File: config.mk
export PLATFORM = sky130hd
export DESIGN_NAME = mem_port_b_arbiter
export DESIGN_NICKNAME = d
export VERILOG_FILES = /design/src/rtl/mem_arb_pkg.sv /design/src/rtl/mem_tag_pipe.sv /design/src/rtl/mem_port_b_arbiter.sv
export SDC_FILE = /design/constraint.sdc
export NUM_CORES = 1
export LEC_CHECK = 0
export BUFFER_PORTS_ARGS = -buffer_cell sky130_fd_sc_hd__buf_2
export CAP_MARGIN = 20
export CORE_ASPECT_RATIO = 0.8
export CORE_MARGIN = 2
export CORE_UTILIZATION = 38
export CTS_BUF_LIST = sky130_fd_sc_hd__clkbuf_4 sky130_fd_sc_hd__clkbuf_8
export DETAILED_ROUTE_END_ITERATION = 12
export PLACE_DENSITY_LB_ADDON = 0.12
export REMOVE_ABC_BUFFERS = 1
export SETUP_SLACK_MARGIN = 0.1
export SYNTH_ARGS = -nofsm -noshare
export SYNTH_HDL_FRONTEND = slang
export SYNTH_HIERARCHICAL = 1
export SYNTH_SLANG_ARGS = --single-unit
File: constraint.sdc
create_clock -name clk -period 2.2 [get_ports clk]
set_input_delay 0.55 -clock clk [delete_from_list [all_inputs] [get_ports clk]]
set_output_delay 0.55 -clock clk [all_outputs]
set_load 0.02 [all_outputs]
File: src/rtl/mem_arb_pkg.sv
// Shared types and address-map constants for the memory port arbiters.
package mem_arb_pkg;

  typedef enum logic {
    REQ_DISP = 1'b0,
    REQ_BULK = 1'b1
  } req_id_t;

  typedef struct packed {
    logic    valid;
    req_id_t id;
    logic    oob;
  } tag_t;

  localparam int unsigned SIN_BASE       = 90000;
  localparam int unsigned RAM_BASE       = 90300;
  localparam int unsigned ADDR_LIMIT_DEF = 221371;

endpackage

File: src/rtl/mem_tag_pipe.sv
// Fixed-depth tag delay line that mirrors a registered memory read latency.
module mem_tag_pipe
  import mem_arb_pkg::*;
#(
  parameter int READ_LATENCY = 2
) (
  input  logic clk,
  input  logic rst,
  input  tag_t tag_in,
  output tag_t tag_out
);

  tag_t pipe_d [READ_LATENCY];
  tag_t pipe_q [READ_LATENCY];

  always_comb begin
    pipe_d[0] = tag_in;
    for (int i = 1; i < READ_LATENCY; i++) begin
      pipe_d[i] = pipe_q[i-1];
    end
  end

  always_ff @(posedge clk or posedge rst) begin
    if (rst) begin
      for (int i = 0; i < READ_LATENCY; i++) begin
        pipe_q[i] <= '0;
      end
    end else begin
      for (int i = 0; i < READ_LATENCY; i++) begin
        pipe_q[i] <= pipe_d[i];
      end
    end
  end

  assign tag_out = pipe_q[READ_LATENCY-1];

endmodule

File: src/rtl/mem_port_b_arbiter.sv
// Two-requester arbiter for read-only memory port B: fixed priority to the
// display fetch, with a starvation boost for the bulk reader.
module mem_port_b_arbiter
  import mem_arb_pkg::*;
#(
  parameter int ADDR_W       = 18,
  parameter int DATA_W       = 24,
  parameter int READ_LATENCY = 2,
  parameter int MAX_WAIT     = 8,
  parameter int ADDR_LIMIT   = ADDR_LIMIT_DEF
) (
  input  logic              clk,
  input  logic              rst,
  input  logic              req0,
  input  logic [ADDR_W-1:0] addr0,
  output logic              gnt0,
  output logic              rvalid0,
  output logic [DATA_W-1:0] rdata0,
  input  logic              req1,
  input  logic [ADDR_W-1:0] addr1,
  output logic              gnt1,
  output logic              rvalid1,
  output logic [DATA_W-1:0] rdata1,
  output logic [ADDR_W-1:0] address_b,
  input  logic [DATA_W-1:0] read_data_b,
  output logic              oob_err
);

  localparam int CNT_W = $clog2(MAX_WAIT + 1);
  localparam logic [CNT_W-1:0] WAIT_MAX = CNT_W'(MAX_WAIT);

  logic [CNT_W-1:0]  wait_cnt_d, wait_cnt_q;
  logic              boost;
  tag_t              tag_in, tag_out;
  logic              rvalid0_d, rvalid0_q, rvalid1_d, rvalid1_q;
  logic              oob_err_d, oob_err_q;
  logic [DATA_W-1:0] rdata0_d, rdata0_q, rdata1_d, rdata1_q;

  // Grants are gated by rst so nothing reaches the memory while held in reset.
  always_comb begin
    boost     = req1 && (wait_cnt_q == WAIT_MAX);
    gnt1      = !rst && req1 && (!req0 || boost);
    gnt0      = !rst && req0 && !gnt1;
    address_b = '0;
    if (gnt1) begin
      address_b = addr1;
    end else if (gnt0) begin
      address_b = addr0;
    end

    tag_in = '0;
    if (gnt0 || gnt1) begin
      tag_in.valid = 1'b1;
      tag_in.id    = gnt1 ? REQ_BULK : REQ_DISP;
      tag_in.oob   = (32'(address_b) > 32'(ADDR_LIMIT));
    end

    wait_cnt_d = wait_cnt_q;
    if (!req1 || gnt1) begin
      wait_cnt_d = '0;
    end else if (wait_cnt_q != WAIT_MAX) begin
      wait_cnt_d = wait_cnt_q + 1'b1;
    end
  end

  mem_tag_pipe #(
    .READ_LATENCY(READ_LATENCY)
  ) u_tag_pipe (
    .clk    (clk),
    .rst    (rst),
    .tag_in (tag_in),
    .tag_out(tag_out)
  );

  // Retire: the last tag stage lines up with read_data_b for the same read.
  always_comb begin
    rvalid0_d = tag_out.valid && (tag_out.id == REQ_DISP);
    rvalid1_d = tag_out.valid && (tag_out.id == REQ_BULK);
    oob_err_d = tag_out.valid && tag_out.oob;
    rdata0_d  = rdata0_q;
    rdata1_d  = rdata1_q;
    if (rvalid0_d) begin
      rdata0_d = tag_out.oob ? '0 : read_data_b;
    end
    if (rvalid1_d) begin
      rdata1_d = tag_out.oob ? '0 : read_data_b;
    end
  end

  always_ff @(posedge clk or posedge rst) begin
    if (rst) begin
      wait_cnt_q <= '0;
      rvalid0_q  <= 1'b0;
      rvalid1_q  <= 1'b0;
      oob_err_q  <= 1'b0;
      rdata0_q   <= '0;
      rdata1_q   <= '0;
    end else begin
      wait_cnt_q <= wait_cnt_d;
      rvalid0_q  <= rvalid0_d;
      rvalid1_q  <= rvalid1_d;
      oob_err_q  <= oob_err_d;
      rdata0_q   <= rdata0_d;
      rdata1_q   <= rdata1_d;
    end
  end

  assign rvalid0 = rvalid0_q;
  assign rvalid1 = rvalid1_q;
  assign oob_err = oob_err_q;
  assign rdata0  = rdata0_q;
  assign rdata1  = rdata1_q;

endmodule

Word level (Yosys, flattened, before mapping)

Cells that the tools add are included.

Flip-flop bits (word level): 61
Bits of input ports: 64
Output and inout port bits: 71
Word-level logic and storage cells: 40

$add $sub $neg: 1
Order comparisons: 1
Equality and inequality tests: 2
Mux-type cells: 7
Bitwise logic cells: 1
Reductions and logical operators: 16

Operators with widths:

| kind                 | count |
|---|---|
| $mux 18              | 2 |
| $mux 24              | 1 |
| $gt 18x18->1 const B | 1 |
| $logic_and 1x1->1    | 8 |
| $mux 4               | 2 |
| $add 4x1->4 const B  | 1 |
| $eq 4x4->1 const B   | 1 |
| $logic_not 1->1      | 4 |
| $ne 4x4->1 const B   | 1 |
| $logic_or 1x1->1     | 3 |
| $mux 3               | 1 |
| $reduce_bool 2->1    | 1 |
| $mux 1               | 1 |
| $not 1->1            | 1 |

Longest topological paths before layout

Gate-level depths: netlist (run 1).

Word-level depth: 10
Mapped depth: 8
Mapped depth without buffers: 7

By module

Netlist (run 1), hierarchy kept.

By module, submodules not included:

| module             | instances | cells an instance | area each (um2) | seq. area each (um2) |
|---|---|---|---|---|
| mem_port_b_arbiter | 1         | 261               | 2,511.2         | 1,376.3 |
| mem_tag_pipe       | 1         | 7                 | 153.9           | 150.1 |

Worst setup path after synthesis (run 1)

Ideal clock, no wire load.

Path kind: reg-to-output
Start: register wait_cnt_q[0]
End: output address_b[0]
Arrival: 1.754 ns
Data required time: 1.650 ns
Setup slack: -0.104 ns
Cell stages (with the launch flop): 8
Buffers on the path: 2
Path through: dfrtp_1 > inv_1 > ha_1 > and3b_2 > a21oi_4 > buf_4 > buf_2 > a22o_1

Cells in the longest elaborated chain, start to end: 8

Ends and longest elaborated chain:

| element                  | line                     | RTL |
|---|---|---|
| start: declaration       | mem_port_b_arbiter.sv:32 | `logic [CNT_W-1:0] wait_cnt_d, wait_cnt_q;` |
| start signal: assignment | mem_port_b_arbiter.sv:99 | `wait_cnt_q <= wait_cnt_d;` |
| $eq 4x4->1               | mem_port_b_arbiter.sv:41 | `boost = req1 && (wait_cnt_q == WAIT_MAX);` |
| $logic_and 1x1->1        | mem_port_b_arbiter.sv:41 |  |
| $logic_or 1x1->1         | mem_port_b_arbiter.sv:42 | `gnt1 = !rst && req1 && (!req0 \|\| boost);` |
| $logic_and 1x1->1        | mem_port_b_arbiter.sv:42 |  |
| $logic_not 1->1          | mem_port_b_arbiter.sv:43 | `gnt0 = !rst && req0 && !gnt1;` |
| $logic_and 1x1->1        | mem_port_b_arbiter.sv:43 |  |
| named net gnt0           | mem_port_b_arbiter.sv:16 | `output logic gnt0,` |
| $mux 18                  | mem_port_b_arbiter.sv:47 | `end else if (gnt0) begin` |
| $mux 18                  | mem_port_b_arbiter.sv:45 | `if (gnt1) begin` |
| end: declaration         | mem_port_b_arbiter.sv:24 | `output logic [ADDR_W-1:0] address_b,` |

The timed path passes the listed nets, and every way through them passes these cells.

Final worst setup path (run 1)

Start: register wait_cnt_q[1]
End: output address_b[14]

Cells in the longest elaborated chain, start to end: 8

Ends and longest elaborated chain:

| element               | line |
|---|---|
| $eq 4x4->1 (*)        | mem_port_b_arbiter.sv:41 |
| $logic_and 1x1->1 (*) | mem_port_b_arbiter.sv:41 |
| $logic_or 1x1->1 (*)  | mem_port_b_arbiter.sv:42 |
| $logic_and 1x1->1 (*) | mem_port_b_arbiter.sv:42 |
| $logic_not 1->1       | mem_port_b_arbiter.sv:43 |
| $logic_and 1x1->1     | mem_port_b_arbiter.sv:43 |
| $mux 18               | mem_port_b_arbiter.sv:47 |
| $mux 18 (*)           | mem_port_b_arbiter.sv:45 |

Every way passes the cells marked *; elsewhere a longest branch is shown, timed or not.

==> results of run 1 <==
## flip-flops by register name, summed over array words and instances (netlist names)
register,cells
rdata0,24
u_tag_pipe/tag_out,3
rvalid1,1
rvalid0,1
oob_err,1
rdata1,24
u_tag_pipe/pipe_d,3
wait_cnt_q,4
## placed cells by master (no fill, tap or decap), types with 2 or more instances in the layout
master,netlist,layout
inv_2,0,3
buf_16,0,3
a22oi_2,0,2
nor2_1,7,7
dfrtp_1,61,61
xnor2_1,2,2
clkbuf_8,0,10
buf_12,0,4
nand3_1,2,2
buf_4,1,12
inv_1,9,6
nor4_1,2,2
bufinv_16,0,3
a21oi_4,1,2
buf_6,0,18
buf_2,3,116
a22o_1,15,15
clkbuf_4,0,2
nand2b_1,27,26
o21ai_0,49,49
nand2_1,53,53
a21oi_1,4,4
and2_1,2,2
## logic make-up (layout without fill, tap and decap cells)
group	count (synthesis)	count (layout)	synth area share, %
XOR/XNOR	3	3	0.986
adder cells (fa/ha/maj)	2	2	0.939
flip-flops	61	61	57.3
AO/OA/AOI/OAI	80	80	19.3
AND/OR/NAND/NOR	97	97	17.7
buffers and inverters	25	179	3.80
## synthesized netlist by cell type, types with 2 or more instances
| cell | number | area share [%] |
|---|---|---|
| buf_2 | 3 | 0.56 |
| and2_1 | 2 | 0.47 |
| o21ai_0 | 49 | 9.2 |
| a22oi_1 | 3 | 0.85 |
| dfrtp_1 | 61 | 57 |
| nor2_1 | 7 | 0.99 |
| a21oi_1 | 4 | 0.75 |
| nand2b_1 | 27 | 6.3 |
| nand3_1 | 2 | 0.38 |
| ha_1 | 2 | 0.94 |
| xnor2_1 | 2 | 0.66 |
| inv_1 | 9 | 1.3 |
| nand2_1 | 53 | 7.5 |
| nor4_1 | 2 | 0.47 |
| clkbuf_1 | 12 | 1.7 |
| a22o_1 | 15 | 4.9 |
## cell type report
| class | count | area [um^2] |
|---|---|---|
| clock buffers | 12 | 153 |
| flip-flops and latches | 61 | 1530 |
| well taps | 87 | 109 |
| repair buffers | 154 | 1050 |
| inverters | 9 | 33.8 |
| multi-input cells | 182 | 1080 |
| fillers | 610 | 2780 |
| clock inverters | 4 | 95.1 |
## per-stage QoR
step                      setup TNS, ps  cell area, um^2  power [uW]  setup WS (ps)
after floorplan                   -3050             2600        1860           -261
after global placement                0             3450        2180           88.2
after detailed placement              0             3450        2200           23.1
after CTS                         -3380             4010        3500           -195
after global routing              -4990             4040        3670           -299
final                             -3670             4040        3470           -234
## worst max-delay path by stage
stage                  start       endpoint  slack [ps]  cells past startpoint
4_1_cts        wait_cnt_q[0]   address_b[5]        -200                      8
5_1_grt        wait_cnt_q[1]  address_b[14]        -300                      8
2_1_floorplan  wait_cnt_q[0]   address_b[7]        -260                      6
3_3_place_gp   wait_cnt_q[0]  address_b[15]          90                      7
3_5_place_dp   wait_cnt_q[0]  address_b[14]          20                      7
6_report       wait_cnt_q[1]  address_b[14]        -230                      8
## power breakdown
part	internal [uW]	switching, uW	total (uW)	leakage, uW
Combinational	338	523	862	0.00126
Sequential	1300	88.5	1390	0.000757
Clock	807	412	1220	0.000127
Total	2450	1020	3470	0.00215
## routing by layer
metal  track usage (%)  vias to the layer above  share of wire (%)
met5                 0                        -                  0
met4              6.81                        0                1.2
met3              5.11                        9                5.8
met2              28.8                       72                 47
met1              24.8                     1133                 46
li1                  -                     1204                  -
## what timing repair did
item	in CTS	in global routing
pin swaps	3	4
endpoints found under the setup margin	20	20
setup buffers	8	4
cloned	3	0
resized for setup	49	0
==> results.cfg, run 1 <==
[run_status]
status = finished, violations left
violations = negative setup slack

[grt]
antenna_found_initial = 0
grt_max_degree = 56
grt_pass1_vias = 2342
grt_use_total_pct = 18.4
grt_remaining_overflow = 0
grt_pass1_wl_um = 11400

[die]
placementRows = 27
io_pins = 135
core_um2 = 6820
die_x_um = 97.6
die_y_um = 78.9
initial_core_util_pct = 39.1
dieArea_um2 = 7700

[routing]
drtIter0Drc = 79
postRouteAntennaNets = 0
drt_first_pass_iters = 4
vias = 2418
avgRoutedWirePerCell_um = 13.5
detail_route.drc_violations = 0
routed_via_density = 4.75
routed_wl_um = 6870

[finish]
nets = 483
antennaDiodeCount = 0
area_growth_pct = 51.7
final_cells = 509
finalCoreUtilization_pct = 59.3
layout-drive-gt1-share_pct = 43.6

[job]
cap_viol_max_count = 0

[power_and_ir_drop]
power.leakage_uw = 0.00215
irDropWorstVdd_v = 0.000517
power_density_nw_per_um2 = 858

[placed_design]
portBuffers = 134
gp_congestion = 0.760
hpwl_um = 4550
placedCellCount = 478

[yosys]
synth_area_um2 = 2670
yosys_warnings = 6
synth-edff-count = 0
avgSynthCellArea_um2 = 9.94
ys_seq_area_share_pct = 57.3
ys.flop_type = dfrtp_1
ys_seq_elements = 61
ys_types = 31
syn-instance-count = 268
async_reset_ff_share_pct = 100

[setup_path]
critPathTopFamily = buffers and inverters
r2r-start = wait_cnt_q[0]
cp.required_ps = 1650
r2r_cells = 9
r2r_setup_slack_ps = 230
crit_chain = inv_2 -> ha_4 -> and3b_2 -> a21oi_4 -> buf_12 -> buf_12 -> a22o_1 -> buf_6
crit_fanout = 6
max_stage_delay_ps = 390
crit_arrival_ps = 1880
start_kind = flip-flop
r2r-end = u_tag_pipe/pipe_d[0]
path_class = reg2out
critPathSlowestCell = dfrtp_1
cp-end-kind = output port
critPathBufInv = 4
crit_top_cell = buf_12

[sta]
rsz0062_at_grt = true
fmax_mhz = 411
final.min_clock_period_ps = 2430
period_share_pct = 111
whs_ps = 159
slew_headroom_pct = 45.9
skew_ps = 8.90
worstMarginPinSlew_ps = 811
setup_violations = 19
final-hold-violation-count = 0
finalWorstSetupSlack_ps = -234
timing.final.max_slew_violations = 0

[clocking]
htreeDepth = 3
path_clk_slew_ps = 60
holdBufCountCts = 0
cts.path.max_buffers = 2
clock_latency_ps = 330
cts_tree = yes
numCtsBuffers = 9
cts_sinks = 61
root_buffer = clkbuf_8

[worst_hold_path]
hold_class = in2async
(Power assumes the default switching activity.)
==> inputs of run 2 (changes only) <==
--- a/config.mk
+++ b/config.mk
@@ -8,7 +8,6 @@
 export BUFFER_PORTS_ARGS = -buffer_cell sky130_fd_sc_hd__buf_2
 export CAP_MARGIN = 20
 export CORE_ASPECT_RATIO = 0.8
-export CORE_MARGIN = 2
 export CORE_UTILIZATION = 38
 export CTS_BUF_LIST = sky130_fd_sc_hd__clkbuf_4 sky130_fd_sc_hd__clkbuf_8
 export DETAILED_ROUTE_END_ITERATION = 12
==> results.cfg, run 2 (synthesis gave the netlist of run 1 again) <==
[sta]
final.min_clock_period_ps = 2410
slew_headroom_pct = 53.6
period_share_pct = 109
setup_violations = 19
rsz0062_at_grt = true
timing.final.max_slew_violations = 0
final-hold-violation-count = 0
skew_ps = 8.71
tns_ps = -2980
worstMarginPinSlew_ps = 696
finalWorstSetupSlack_ps = -208
whs_ps = 289
fmax_mhz = 415

[power_and_ir_drop]
seqPwrFrac_pct = 44.9
intPower_uw = 2100
p_switching_uw = 993
switching_share_pct = 32.1
power.share.clock_pct = 27.6
irDropWorstVdd_v = 0.000282
power_density_nw_per_um2 = 786
power.leakage_uw = 0.00211
comb_power_share_pct = 27.5

[clocking]
cts_tree = yes
cts.path.max_buffers = 2
cts_sinks = 61
root_buffer = clkbuf_8
htreeDepth = 3
path_clk_slew_ps = 60
numCtsBuffers = 9
clock_latency_ps = 320

[finish]
area_growth_pct = 47.5
finalCoreUtilization_pct = 59.8
final_cell_mix = 115 x buf_2, 61 x dfrtp_1, 53 x nand2_1, 49 x o21ai_0, 27 x nand2b_1
antennaDiodeCount = 0
design_area_um2 = 3930
layout-drive-gt1-share_pct = 43.7
final_cells = 505
layout_commonest_cell = buf_2
nets = 484

[grt]
grt_use_total_pct = 19.5
grt_pass1_wl_um = 11000
antenna_found_initial = 0
grt_remaining_overflow = 0
grt_pass1_vias = 2391
grt_max_degree = 50

[routing]
drt_first_pass_iters = 4
avgRoutedWirePerCell_um = 13.3
routed_via_density = 4.77
vias = 2407
routed_wl_um = 6730
detail_route.drc_violations = 0
postRouteAntennaNets = 0
drtIter0Drc = 81

[setup_path]
crit_top_cell = buf_6
r2r-end = u_tag_pipe/pipe_d[0]
critPathTopFamily = buffers and inverters
r2r_cells = 9
cp.required_ps = 1650
max_stage_delay_ps = 390
crit_arrival_ps = 1860
worst-path-stages = 8
path_class = reg2out
start_kind = flip-flop
crit_chain = inv_2 -> ha_4 -> and3b_2 -> a21oi_4 -> buf_6 -> buf_16 -> a22o_1 -> buf_6
r2r-start = wait_cnt_q[0]
crit_fanout = 6
r2r_setup_slack_ps = 200
critPathBufInv = 4
cp-end-kind = output port
critPathSlowestCell = dfrtp_1

[die]
io_pins = 135
die_y_um = 76.9
initial_core_util_pct = 40.6
die_x_um = 95.6
placementRows = 26
core_um2 = 6570
dieArea_um2 = 7350

[job]
cap_viol_max_count = 0

[worst_hold_path]
hold_class = in2async

[run_status]
violations = negative setup slack
status = finished, violations left

[placed_design]
gp_congestion = 0.781
hpwl_um = 4620
placedCellCount = 480
place_area_um2 = 3470
portBuffers = 134
-- run 2: cell types whose count changed in the layout (fill, tap and decap cells not counted), moves of 3 or more --
cell       delta
bufinv_16     -3
buf_4         +4
buf_6         +3
buf_12        -3
-- run 2: area by class of cell --
cell class | count | area, um^2
Clock buffer | 12 | 159
Timing Repair Buffer | 155 | 1000
Inverter | 9 | 33.8
Sequential cell | 61 | 1530
Multi-Input combinational cell | 182 | 1090
Tap cell | 84 | 105
Clock inverter | 2 | 10.0
Fill cell | 601 | 2640
-- run 2: worst max-delay path by stage --
stage,start,to,slack (ps)
6_report,wait_cnt_q[0],address_b[11],-210
4_1_cts,wait_cnt_q[0],address_b[15],-220
3_5_place_dp,wait_cnt_q[0],address_b[15],20
2_1_floorplan,wait_cnt_q[0],address_b[7],-260
3_3_place_gp,wait_cnt_q[0],address_b[15],70
5_1_grt,wait_cnt_q[0],address_b[17],-320
-- run 2: per-stage QoR --
stage | total power [uW] | worst slack [ps]
after floorplan | 1860 | -261
after global placement | 2190 | 71.1
after detailed placement | 2200 | 16.2
after CTS | 3120 | -218
after global routing | 3290 | -319
final | 3090 | -208
-- run 2: per-layer routing --
| metal | share of wire (%) | up-vias | GRT usage [%] |
|---|---|---|---|
| met2 | 49 | 94 | 33.4 |
| met3 | 6.1 | 4 | 4.66 |
| met1 | 44 | 1100 | 23.3 |
| met5 | 0 | - | 0 |
| met4 | 0.88 | 0 | 7.61 |
| li1 | - | 1209 | - |
-- run 2: repair_timing --
item | in CTS | in global routing
pin swaps | 7 | 4
hold buffers | 0 | 0
setup buffers | 6 | 4
cloned | 1 | 1
resized for setup | 46 | 5
setup endpoints to repair | 20 | 21
-- run 2: tightest hold or removal path, stage by stage --
cell and delay [ps]:
buf_2 110, buf_4 140, inv_2 180
-- run 2: power by group through the flow --
stage,clock network [uW],logic [uW],registers [uW]
detailed placement,0,793,1410
global route,943,937,1410
CTS,886,848,1390
global placement,0,785,1400
floorplan,0,236,1620
finish,853,851,1390
